## src/rtl/mole_round_ctrl.sv

```systemverilog
// rtl/mole_round_ctrl.sv - whack-a-mole game round controller
module mole_round_ctrl #(
  parameter int NUM_ROUNDS  = 16,
  parameter int GAP_CYCLES  = 250,
  parameter int SHOW_CYCLES = 1000,
  parameter int SCORE_W     = 5
) (
  input  logic               clk,
  input  logic               rst,
  input  logic               start,
  input  logic [7:0]         btn,
  input  logic [2:0]         gen_state,
  output logic               gen_x,
  output logic               gen_y,
  output logic [7:0]         mole_onehot,
  output logic [SCORE_W-1:0] score,
  output logic [SCORE_W-1:0] round_cnt,
  output logic               busy,
  output logic               done,
  output logic               hit_pulse,
  output logic               miss_pulse
);

  // The timer serves both the gap and the show window, so size it for the longer one.
  localparam int MAX_CYC = (GAP_CYCLES > SHOW_CYCLES) ? GAP_CYCLES : SHOW_CYCLES;
  localparam int TW      = $clog2(MAX_CYC + 1);

  localparam logic [TW-1:0]      GAP_LAST    = TW'(GAP_CYCLES - 1);
  localparam logic [TW-1:0]      SHOW_LAST   = TW'(SHOW_CYCLES - 1);
  localparam logic [TW-1:0]      TIMER_ONE   = TW'(1);
  localparam logic [SCORE_W-1:0] ROUNDS_LAST = SCORE_W'(NUM_ROUNDS - 1);
  localparam logic [SCORE_W-1:0] CNT_ONE     = SCORE_W'(1);
  localparam logic [SCORE_W-1:0] CNT_MAX     = '1;

  typedef enum logic [2:0] {
    S_IDLE,
    S_GAP,
    S_SHOW,
    S_SCORE,
    S_DONE
  } state_t;

  state_t             state, state_n;
  logic [TW-1:0]      timer, timer_n;
  logic [1:0]         mix;
  logic [7:0]         btn_q;
  logic [7:0]         rise;
  logic [2:0]         pos, pos_n;
  logic [2:0]         prev_pos, prev_pos_n;
  logic               prev_valid, prev_valid_n;
  logic [SCORE_W-1:0] score_n, round_n;
  logic [7:0]         mole_n;
  logic               hit_n, miss_n;
  logic               busy_n, done_n;

  // Only fresh presses count; a button already down when the mole appears is ignored.
  always_comb begin
    rise = btn & ~btn_q;
  end

  // Free-running stir counter and button history, independent of the game state.
  always_ff @(posedge clk or posedge rst) begin
    if (rst) begin
      mix   <= 2'd0;
      gen_x <= 1'b0;
      gen_y <= 1'b0;
      btn_q <= 8'h00;
    end else begin
      mix            <= mix + 2'd1;
      {gen_x, gen_y} <= mix;
      btn_q          <= btn;
    end
  end

  // State register and all registered outputs.
  always_ff @(posedge clk or posedge rst) begin
    if (rst) begin
      state       <= S_IDLE;
      timer       <= '0;
      pos         <= 3'd0;
      prev_pos    <= 3'd0;
      prev_valid  <= 1'b0;
      score       <= '0;
      round_cnt   <= '0;
      mole_onehot <= 8'h00;
      hit_pulse   <= 1'b0;
      miss_pulse  <= 1'b0;
      busy        <= 1'b0;
      done        <= 1'b0;
    end else begin
      state       <= state_n;
      timer       <= timer_n;
      pos         <= pos_n;
      prev_pos    <= prev_pos_n;
      prev_valid  <= prev_valid_n;
      score       <= score_n;
      round_cnt   <= round_n;
      mole_onehot <= mole_n;
      hit_pulse   <= hit_n;
      miss_pulse  <= miss_n;
      busy        <= busy_n;
      done        <= done_n;
    end
  end

  // Next-state and next-output logic for the round sequence.
  always_comb begin
    state_n      = state;
    timer_n      = timer;
    pos_n        = pos;
    prev_pos_n   = prev_pos;
    prev_valid_n = prev_valid;
    score_n      = score;
    round_n      = round_cnt;
    mole_n       = 8'h00;
    hit_n        = 1'b0;
    miss_n       = 1'b0;

    case (state)
      S_IDLE, S_DONE: begin
        if (start) begin
          score_n      = '0;
          round_n      = '0;
          prev_valid_n = 1'b0;
          timer_n      = '0;
          state_n      = S_GAP;
        end
      end

      S_GAP: begin
        if (timer == GAP_LAST) begin
          // Stall the gap with the timer frozen until the generator moves off the last mole.
          if (!(prev_valid && (gen_state == prev_pos))) begin
            pos_n   = gen_state;
            timer_n = '0;
            mole_n  = 8'h01 << gen_state;
            state_n = S_SHOW;
          end
        end else begin
          timer_n = timer + TIMER_ONE;
        end
      end

      S_SHOW: begin
        // A hit is checked first so a press on the last show cycle beats the timeout.
        if (rise[pos]) begin
          hit_n   = 1'b1;
          score_n = (score == CNT_MAX) ? score : score + CNT_ONE;
          state_n = S_SCORE;
        end else if (timer == SHOW_LAST) begin
          miss_n  = 1'b1;
          state_n = S_SCORE;
        end else begin
          timer_n = timer + TIMER_ONE;
          mole_n  = mole_onehot;
        end
      end

      S_SCORE: begin
        round_n      = round_cnt + CNT_ONE;
        prev_pos_n   = pos;
        prev_valid_n = 1'b1;
        timer_n      = '0;
        state_n      = (round_cnt == ROUNDS_LAST) ? S_DONE : S_GAP;
      end

      default: begin
        state_n = S_IDLE;
      end
    endcase

    busy_n = (state_n == S_GAP) || (state_n == S_SHOW) || (state_n == S_SCORE);
    done_n = (state_n == S_DONE);
  end

endmodule

```

## config.mk

```make
export PLATFORM = sky130hd
export DESIGN_NAME = mole_round_ctrl
export DESIGN_NICKNAME = d
export VERILOG_FILES = /design/src/rtl/mole_round_ctrl.sv
export SDC_FILE = /design/constraint.sdc
export NUM_CORES = 1
export LEC_CHECK = 0
export BUFFER_PORTS_ARGS = -buffer_cell sky130_fd_sc_hd__clkbuf_2
export CORE_ASPECT_RATIO = 1.1
export CORE_UTILIZATION = 38
export DETAILED_ROUTE_END_ITERATION = 10
export PLACE_DENSITY = 0.65
export SYNTH_ARGS = -nofsm -noshare
export SYNTH_HDL_FRONTEND = slang
export SYNTH_SLANG_ARGS = --single-unit
export TNS_END_PERCENT = 10
```

## constraint.sdc

```tcl
create_clock -name clk -period 2.5 [get_ports clk]
set_clock_uncertainty 0.15 [all_clocks]
set_input_delay 0.375 -clock clk [delete_from_list [all_inputs] [get_ports clk]]
set_output_delay 0.375 -clock clk [all_outputs]
set_load 0.005 [all_outputs]
```

==> flow_summary_export.csv <==
group,metric,value,unit
logic_synthesis,synth_cell_type_count,46,
power_and_ir_drop,swShare,26.0,%
routing,wl_met1,2200,um
sta,fmax,435,MHz
worst_setup_path,startpoint_type,"flop",
grt,track_usage,16.0,%
sta,postLayoutSetupSlackWorst,0.203,ns
floorplanning,fp.dieW,79.1,um
worst_setup_path,path_class,"reg2reg",
cts,clock-sinks,54,
flow_run,max_cap_violations,0,
worst_setup_path,worstPathArrival,2.39,ns
worst_setup_path,rrSetupSlack,0.20,ns
power_and_ir_drop,intPower,1.34,mW
hold_path,min_path_cells,1,
logic_synthesis,avgSynthCellArea,10.9,um^2
power_and_ir_drop,pwr-share-comb,12.8,%
logic_synthesis,async_reset_ff_share,100,%
routing,vias_per_cell,5.14,
cells_and_area,design_area,0.00296,mm^2
worst_setup_path,crit-reg2reg-launch,"timer[1]$_DFFE_PP0P_",
cells_and_area,nets,302,
cts,cts_made_buffers,5,
cts,cts.clk_slew.worst_paths,0.10,ns
sta,period_needed,2.30,ns
cts,clock_latency,0.31,ns
sta,setup_tns,0,ns
routing,drtPass1Iterations,4,
status,status,"finished, final reports clean",
worst_setup_path,cp-startpoint,"timer[1]$_DFFE_PP0P_",
routing,route.detailed.drc,0,
power_and_ir_drop,leakage,1.44,nW
routing,met3_length,149,um
grt,antenna_found_initial,0,
cells_and_area,area_growth,19.1,%
power_and_ir_drop,finalPower,1.81,mW
floorplanning,ios,38,
worst_setup_path,cp_data_required_time,2.59,ns
floorplanning,rows,30,
cts,cts_buffer_depth,2,
placement,detailed_place.area,0.00282,mm^2
cells_and_area,n_fill_cell,628,
routing,route.met2.wl,2560,um
cells_and_area,final-seq-area,0.00135,mm^2
floorplanning,start_util,39.9,%
power_and_ir_drop,p_sw,0.472,mW
cells_and_area,multi_input_area,0.00106,mm^2
logic_synthesis,synth-edff-count,0,
sta,tightest_slew,0.547,ns
sta,hold_violations,0,
cells_and_area,antenna_cells,0,
routing,wl_per_cell,13.7,um
cts,cts_tree,"yes",
grt,grt-ovfl-total,0,
sta,rsz0062_at_grt,"false",
power_and_ir_drop,power.density,612,mW/mm^2
placement,gp_congestion,0.765,
placement,post-place-ws,0.0626,ns
cts,root_buffer,"clkbuf_8",
logic_synthesis,synth-main-ff-cell,"dfrtp_1",
placement,place_inst,352,
logic_synthesis,synth_most_common_cell,"dfrtp_1",
grt,grt_pass1_vias,1851,
logic_synthesis,synthCells,229,
logic_synthesis,ys_seq_elements,54,
floorplanning,die-area,0.00687,mm^2
worst_setup_path,r2r_cells,10,
power_and_ir_drop,p_clk_share,32.7,%
logic_synthesis,synth_top_area_cell,"dfrtp_1",
floorplanning,core,0.00623,mm^2
placement,numPortBuffers,37,
worst_setup_path,crit_end,"timer[2]$_DFFE_PP0P_",
grt,grt_first_pass_wirelength,8490,um
hold_path,min_path_type,"in2reg",
routing,vias,1865,
logic_synthesis,syn_area,0.00248,mm^2
cells_and_area,final_cells,363,
cts,h-tree-depth,2,
logic_synthesis,synthTopCellsByCount,"dfrtp_1 (54), nand2_1 (28), nor2_1 (13)",
floorplanning,die_h,86.8,um
sta,worst_hold_slack,0.0257,ns
cells_and_area,final_util,47.5,%
routing,drt_iter0_markers,81,
sta,slew_viol_final,0,
logic_synthesis,synth_top_area_share,54.4,%
routing,detail-route-antenna-nets,0,
power_and_ir_drop,seq_power_share,54.5,%
worst_setup_path,r2r-end,"timer[2]$_DFFE_PP0P_",
logic_synthesis,ys_warn_count,0,
power_and_ir_drop,ir_worst_vdd,0.000376,V
logic_synthesis,synth-seq-area-share,54.4,%
sta,slew_headroom,63.5,%
logic_synthesis,synth.top_cells.by_area,"dfrtp_1 (54%), nand2_1 (4.2%), ha_1 (3.0%)",
worst_setup_path,cp_max_fo,11,
sta,final-setup-viol-count,0,
cells_and_area,drive_above_1_share,24.7,%
grt,grt_max_degree,26,
routing,highest_layer,"met4",
worst_setup_path,endpoint_kind,"flop",
placement,post-dp-hpwl,3760,um
sta,post-route-period-util,91.9,%
routing,routed_wl,4970,um
logic_synthesis,syn_nets,249,
## timing repair
item                                   4_1_cts  5_1_grt
endpoints found under the hold margin       23        0
hold buffers                                 1        0
gates resized for setup                      0        0
setup buffers                                0        2
setup endpoints to repair                    0        5
## kinds of logic (layout without fill, tap and decap cells)
kind of cell | count (synthesis) | count (layout) | share of synthesized area, %
and+or+nand+nor | 95 | 95 | 20.7
buffers and inverters | 15 | 69 | 3.07
muxes | 5 | 5 | 3.47
AOI/OAI and AO/OA | 47 | 47 | 12.9
DFF | 54 | 54 | 54.4
adders and majority gates | 6 | 6 | 3.02
xor gates and xnor gates | 7 | 7 | 2.47
## final cells by class
type                       count  area share (%)
sequential                    54            45.7
tap                           80            3.38
clock inverter                 3            1.48
multi-input combinational    160            35.7
inverter                       8            1.01
timing repair buffer          53            10.4
clock buffer                   5            2.33
## sequential cells by signal, summed over array words and instances, names as in the netlist
register and count:
timer 10, btn_q 8, mole_onehot 8, round_cnt 5, score 5, pos 3
prev_pos 3, state 3, mix 2, busy 1, done 1, gen_x 1
gen_y 1, hit_pulse 1, miss_pulse 1, prev_valid 1
## per-layer routing
layer,global-route usage [%],vias to the layer above
li1,-,923
met1,19.5,906
met2,27.7,29
met3,3.58,7
met4,5.79,0
met5,0,-
## power groups by stage
stage	registers [mW]	clock network, mW	logic, mW
3_5_place_dp	1.00	0	0.233
6_report	0.988	0.592	0.232
4_1_cts	0.986	0.617	0.234
5_1_grt	0.997	0.636	0.265
2_1_floorplan	0.997	0	0.146
3_3_place_gp	1.00	0	0.223
## layout by cell type, fill, tap and decap left out, types with 7 or more instances in the layout
cell / instances
dfrtp_1: 54
clkbuf_2: 37
buf_4: 15
nand2_1: 28
o31ai_1: 7
inv_1: 7
nor2_1: 13
nand2b_1: 11
o21ai_0: 12
## worst max-delay path, stage by stage, from the launching register on
cell,delay [ns]
dfrtp_1,0.41
inv_1,0.06
ha_1,0.17
nor4b_1,0.14
and3_1,0.22
a32oi_1,0.20
nand3b_1,0.10
buf_4,0.17
buf_4,0.16
or3_1,0.30
a21oi_1,0.15
## worst min path at each step
stage                          start                  to  slack (ns)
CTS                           btn[6]  btn_q[6]$_DFF_PP0_        0.01
global placement    mix[1]$_DFF_PP0_     gen_x$_DFF_PP0_        0.23
global route                  btn[1]  btn_q[1]$_DFF_PP0_        0.01
detailed placement  mix[1]$_DFF_PP0_     gen_x$_DFF_PP0_        0.23
finish                        btn[2]  btn_q[2]$_DFF_PP0_        0.03
floorplan           mix[1]$_DFF_PP0_     gen_x$_DFF_PP0_        0.22
Power figures use the tool's default switching activity.
